--- src/rtl/image_issue_scheduler_pkg.sv ---
// Shared types for the image issue scheduler: datapath instruction/result formats,
// the supported-opcode list and the issue-queue entry layout.
package image_issue_scheduler_pkg;

    localparam int unsigned PIX_W = 8;
    localparam int unsigned PIX_N = 4;

    typedef logic [PIX_N-1:0][PIX_W-1:0] pixelMatrix_t;

    typedef enum logic [2:0] {
        OP_NOP  = 3'd0,
        OP_ADD  = 3'd1,
        OP_SUB  = 3'd2,
        OP_MUL  = 3'd3,
        OP_INV  = 3'd4,
        OP_BLUR = 3'd5
    } opcode_t;

    typedef struct packed {
        opcode_t      opcode;
        pixelMatrix_t cell_a;
        pixelMatrix_t cell_b;
    } instruction_t;

    typedef struct packed {
        logic         id;
        instruction_t iw;
    } sched_entry_t;

    typedef enum logic [1:0] {
        ST_IDLE  = 2'd0,
        ST_RUN   = 2'd1,
        ST_STALL = 2'd2,
        ST_DRAIN = 2'd3
    } sched_state_t;

    localparam int unsigned N_SUPPORTED = 1;
    localparam opcode_t SUPPORTED_OPS [N_SUPPORTED] = '{OP_ADD};

    // True when the datapath produces a meaningful result for this opcode.
    function automatic logic is_supported(input opcode_t op);
        logic hit;
        hit = 1'b0;
        for (int unsigned i = 0; i < N_SUPPORTED; i++) begin
            if (SUPPORTED_OPS[i] == op) hit = 1'b1;
        end
        return hit;
    endfunction

endpackage

--- src/rtl/image_issue_fifo.sv ---
// Issue queue: power-of-two FIFO with registered occupancy; push ignored when full,
// pop ignored when empty. Head entry is visible combinationally on dout.
module image_issue_fifo
    import image_issue_scheduler_pkg::*;
#(
    parameter int unsigned DEPTH = 4,
    parameter type T = sched_entry_t
) (
    input  logic                   clk,
    input  logic                   reset,
    input  logic                   push,
    input  logic                   pop,
    input  T                       din,
    output T                       dout,
    output logic                   full,
    output logic                   empty,
    output logic [$clog2(DEPTH):0] count
);

    localparam int unsigned AW = $clog2(DEPTH);
    localparam int unsigned CW = AW + 1;

    T               mem [DEPTH];
    logic [AW-1:0]  wr_ptr;
    logic [AW-1:0]  rd_ptr;
    logic           do_push;
    logic           do_pop;

    assign full    = (count == CW'(DEPTH));
    assign empty   = (count == '0);
    assign do_push = push && !full;
    assign do_pop  = pop && !empty;
    assign dout    = mem[rd_ptr];

    // Pointers wrap naturally because DEPTH is a power of two.
    always_ff @(posedge clk or posedge reset) begin
        if (reset) begin
            wr_ptr <= '0;
            rd_ptr <= '0;
            count  <= '0;
        end else begin
            if (do_push) wr_ptr <= wr_ptr + AW'(1);
            if (do_pop)  rd_ptr <= rd_ptr + AW'(1);
            count <= count + CW'(do_push) - CW'(do_pop);
        end
    end

    always_ff @(posedge clk) begin
        if (do_push) mem[wr_ptr] <= din;
    end

endmodule

--- src/rtl/image_issue_scheduler.sv ---
// Round-robin host/DMA arbiter feeding a shared issue queue in front of the combinational
// ImageProcessor datapath; owns dp_iw and registers each result with its requester tag.
module image_issue_scheduler
    import image_issue_scheduler_pkg::*;
#(
    parameter int unsigned DEPTH = 4,
    parameter int unsigned CNT_W = 16
) (
    input  logic                   clk,
    input  logic                   reset,
    input  logic [1:0]             req_valid,
    output logic [1:0]             req_ready,
    input  instruction_t           req_iw [2],
    output instruction_t           dp_iw,
    input  pixelMatrix_t           dp_result,
    output logic                   res_valid,
    input  logic                   res_ready,
    output pixelMatrix_t           res_data,
    output logic                   res_id,
    output logic                   res_err,
    output logic [$clog2(DEPTH):0] q_count,
    output logic [CNT_W-1:0]       issued_count,
    output sched_state_t           state_c
);

    logic         rr_ptr;
    logic         grant_c;
    logic         push_c;
    logic         issue_c;
    logic         unsupported_c;
    logic         full;
    logic         empty;
    sched_entry_t entry_in;
    sched_entry_t head;

    image_issue_fifo #(
        .DEPTH (DEPTH),
        .T     (sched_entry_t)
    ) u_fifo (
        .clk   (clk),
        .reset (reset),
        .push  (push_c),
        .pop   (issue_c),
        .din   (entry_in),
        .dout  (head),
        .full  (full),
        .empty (empty),
        .count (q_count)
    );

    // Arbitration and issue decode; ready is withheld during reset and whenever the queue is full.
    always_comb begin
        req_ready      = '0;
        grant_c        = req_valid[rr_ptr] ? rr_ptr : ~rr_ptr;
        if (!reset && !full) req_ready[grant_c] = 1'b1;
        push_c         = req_valid[grant_c] && req_ready[grant_c];
        entry_in.id    = grant_c;
        entry_in.iw    = req_iw[grant_c];
        issue_c        = !empty && (!res_valid || res_ready);
        dp_iw          = issue_c ? head.iw : '0;
        unsupported_c  = !is_supported(head.iw.opcode);
    end

    // Coverage-only view of the scheduler phase.
    always_comb begin
        state_c = ST_IDLE;
        if (issue_c) begin
            state_c = ST_RUN;
        end else if (res_valid && !res_ready) begin
            state_c = ST_STALL;
        end else if (res_valid) begin
            state_c = ST_DRAIN;
        end
    end

    always_ff @(posedge clk or posedge reset) begin
        if (reset) begin
            rr_ptr       <= 1'b0;
            res_valid    <= 1'b0;
            res_data     <= '0;
            res_id       <= 1'b0;
            res_err      <= 1'b0;
            issued_count <= '0;
        end else begin
            if (push_c) rr_ptr <= ~grant_c;
            if (issue_c) begin
                res_valid    <= 1'b1;
                res_data     <= unsupported_c ? '0 : dp_result;
                res_id       <= head.id;
                res_err      <= unsupported_c;
                issued_count <= issued_count + CNT_W'(1);
            end else if (res_ready) begin
                res_valid    <= 1'b0;
            end
        end
    end

endmodule

--- config.mk ---
export PLATFORM = sky130hd
export DESIGN_NAME = image_issue_scheduler
export DESIGN_NICKNAME = d
export VERILOG_FILES = /design/src/rtl/image_issue_scheduler_pkg.sv /design/src/rtl/image_issue_fifo.sv /design/src/rtl/image_issue_scheduler.sv
export SDC_FILE = /design/constraint.sdc
export NUM_CORES = 1
export LEC_CHECK = 0
export CAP_MARGIN = 20
export CORE_MARGIN = 2
export CORE_UTILIZATION = 46
export DETAILED_ROUTE_END_ITERATION = 10
export GPL_TIMING_DRIVEN = 0
export PLACE_DENSITY = 0.74
export SKIP_CTS_REPAIR_TIMING = 1
export SLEW_MARGIN = 15
export SYNTH_ARGS = -nofsm -noshare
export SYNTH_HDL_FRONTEND = slang
export SYNTH_HIERARCHICAL = 1
export SYNTH_SLANG_ARGS = --single-unit
--- constraint.sdc ---
create_clock -name clk -period 3.2 [get_ports clk]
set_input_delay 0.64 -clock clk [delete_from_list [all_inputs] [get_ports clk]]
set_output_delay 0.64 -clock clk [all_outputs]
set_load 0.05 [all_outputs]
==> results of run 1 <==
## stage by stage
step / setup TNS, ps / util / cells / cell area [sq um]
finish: 0 / 0.617 / 1469 / 18200
global route: -243 / 0.617 / 1468 / 18200
CTS: -52640 / 0.623 / 1462 / 18400
detailed placement: -100250 / 0.585 / 1397 / 17200
global placement: -306470 / 0.581 / 1392 / 17100
floorplan: 0 / - / 707 / 13700
## cells by family (layout without fill, tap and decap cells)
kind of cell | count (synthesis) | in the layout
DFF | 331 | 331
muxes | 136 | 136
and+or+nand+nor | 122 | 122
buffers and inverters | 52 | 423
AOI/OAI and AO/OA | 39 | 39
xor gates and xnor gates | 19 | 19
adders and majority gates | 8 | 8
other | 0 | 1
## synthesized netlist by cell type (all sizes together), types with 6 or more instances
cell type  instances  area (sq um)
nand3              8          40.0
inv               13          48.8
mux4              68          1530
a22o              32           280
ha                 7          87.6
clkbuf             8          36.3
mux2              67           754
nand2             13          48.8
nor3               8          40.0
xnor2             16           140
nor2               6          22.5
buf               31           298
and2              67           419
dfrtp             59          1480
edfxtp           272          8170
## worst max-delay path: stages
cell,delay (ps)
clkdlybuf4s50_1,550
nor2b_4,70
or2_4,290
inv_1,100
buf_6,190
clkbuf_4,220
and2_1,170
clkbuf_4,240
## power breakdown
part           switching (uW)  internal (uW)  total [uW]
logic                    4510           2850        7360
clock network            1610           2270        3870
registers                 332           5700        6030
total                    6450          10800       17300
## state kept, by name, summed over array words and instances, names as in the netlist
register and count:
u_fifo/mem 272, res_data 32, issued_count 16, u_fifo/count 3, u_fifo/rd_ptr 2, u_fifo/wr_ptr 2, res_err 1, res_id 1
res_valid 1, rr_ptr 1
## worst max path at each step
| stage | startpoint | to | slack [ps] | cells after the start |
|---|---|---|---|---|
| 2_1_floorplan | u_fifo/count[1] | u_fifo/count[2] | 20 | 15 |
| 3_3_place_gp | req_valid[0] | req_ready[0] | -1530 | 8 |
| 3_5_place_dp | req_valid[0] | req_ready[0] | -1230 | 8 |
| 4_1_cts | req_valid[0] | req_ready[0] | -1260 | 8 |
| 5_1_grt | res_ready | dp_iw[49] | -20 | 8 |
| 6_report | res_ready | dp_iw[49] | 70 | 8 |
## area by class of cell
| cell class | count | share of cell area |
|---|---|---|
| Buffer | 38 | 0.0199 |
| Clock buffer | 48 | 0.0543 |
| Clock inverter | 17 | 0.00687 |
| Sequential cell | 331 | 0.530 |
| Timing Repair Buffer | 307 | 0.157 |
| Multi-Input combinational cell | 324 | 0.202 |
| Antenna cell | 1 | 0.000137 |
| Tap cell | 390 | 0.0268 |
| Inverter | 13 | 0.00268 |
## layer usage
layer,global-route usage,share of wire
met1,0.251,0.41
met2,0.333,0.50
met3,0.0437,0.075
met4,0.0520,0.018
met5,0,0
==> run_results.csv, run 1 <==
group,metric,value,unit
global_route,grt_pass1_vias,8078,
yosys,syn_nets,886,
power,totalPowerFinal,17300,uW
yosys,synth-simple-area-share,0.0548,
placed_design,port_buffers,295,
critical_path,crit_path_start_kind,"primary input",
clock_tree,numCtsBuffers,36,
cells_and_area,final_nets,1230,
sta,whs,472,ps
yosys,synth_area_per_cell,19.3,sq um
cells_and_area,syn_to_final_growth,33.1,%
critical_path,reg2reg_to,"u_fifo/count[2]",
sta,maxSlewViolCount,0,
cells_and_area,layout-drive-gt1-share,0.291,
route,drtPass1Iterations,5,
cells_and_area,multi_input_area,0.00368,sq mm
sta,max_slew_margin,0.505,
global_route,grt_pass1_wl,45.7,mm
yosys,syn_area,0.0137,sq mm
clock_tree,cts-htree-levels,2,
cells_and_area,fill_cells,2158,
min_path,hold_start,"res_id",
min_path,hold_end,"res_id",
yosys,synth_edf_count,272,
clock_tree,cts.clk_slew.worst_paths,60,ps
sta,fin_skew,15.8,ps
cells_and_area,regArea,0.00964,sq mm
floorplan,die_w,176,um
route,drt_iter0_markers,365,
floorplan,dieArea,0.0311,sq mm
critical_path,cp_max_fo,11,
global_route,grt_overflow,0,
clock_tree,cts-root-buf,"clkbuf_16",
placed_design,place_ws,-1230,ps
sta,setup_violations,0,
clock_tree,cts_sinks,331,
sta,fmax,320,MHz
yosys,ys_types,37,
critical_path,reg2regPathDepth,14,
power,p_leak,0.00656,uW
sta,finalHoldViolCount,0,
yosys,async_flop_share,0.178,
global_route,antenna_found_initial,0,
yosys,synth.ff_latch_count,331,
yosys,ys_seq_area_frac,0.705,
route,final_antenna_net_count,0,
critical_path,rrSetupSlack,210,ps
floorplan,placementRows,63,
power,vdd_ir_drop_max,0.538,mV
yosys,synth.area.mux_share,0.168,
yosys,synth_compound_area_frac,0.0239,
floorplan,start_util,0.464,
global_route,grt_max_degree,44,
floorplan,die_h,176,um
yosys,synth_xor_area_frac,0.0122,
power,powerDensity,949,mW/mm^2
floorplan,core-area,0.0295,sq mm
run,drv_cap,0,
floorplan,ios,296,
global_route,grt_usage,0.194,
critical_path,path_class,"in -> out",
min_path,hold_path.class,"reg -> reg",
cells_and_area,final_cell_mix,"272 x edfxtp_1, 225 x clkdlybuf4s50_1, 68 x mux4_2, 67 x and2_1, 67 x mux2_2",
outcome,outcome,"finished, final reports clean",
placed_design,place_congestion,0.729,
clock_tree,clk_latency,510,ps
sta,period_minus_slack,3130,ps
min_path,whs_path_depth,2,
yosys,syn_inst,707,
sta,fin_ws,71.9,ps
route,viasPerCell,5.23,
yosys,ys.flop_type,"edfxtp_1",
cells_and_area,layout_commonest_cell,"edfxtp_1",
critical_path,worstPathArrival,2490,ps
critical_path,cp-end-kind,"output port",
critical_path,crit_required,2560,ps
critical_path,r2r_start,"u_fifo/count[1]",
route,post-route-drc-count,0,
yosys,synth_warnings,6,
yosys,synth_top_family_by_area,"multiplexers",
route,wire_per_inst,20.6,um
sta,tightestPinTransition,742,ps
sta,min_period_over_period,0.978,
yosys,synthAdderAreaFrac,0.00787,
route,num_vias,7677,
clock_tree,clk_path_buf_depth,3,
clock_tree,cts_tree,"done",
placed_design,hpwl,19.8,mm
route,wl,30.3,mm
No activity file was read; power rests on OpenSTA's default activity.
==> run 2, diff against run 1 <==
--- a/config.mk
+++ b/config.mk
@@ -5,6 +5,7 @@
 export SDC_FILE = /design/constraint.sdc
 export NUM_CORES = 1
 export LEC_CHECK = 0
+export ABC_CLOCK_PERIOD_IN_PS = 3200
 export CAP_MARGIN = 20
 export CORE_MARGIN = 2
 export CORE_UTILIZATION = 46
==> results of run 2 <==
Final layout, timing and power as in run 1 (identical DEF).
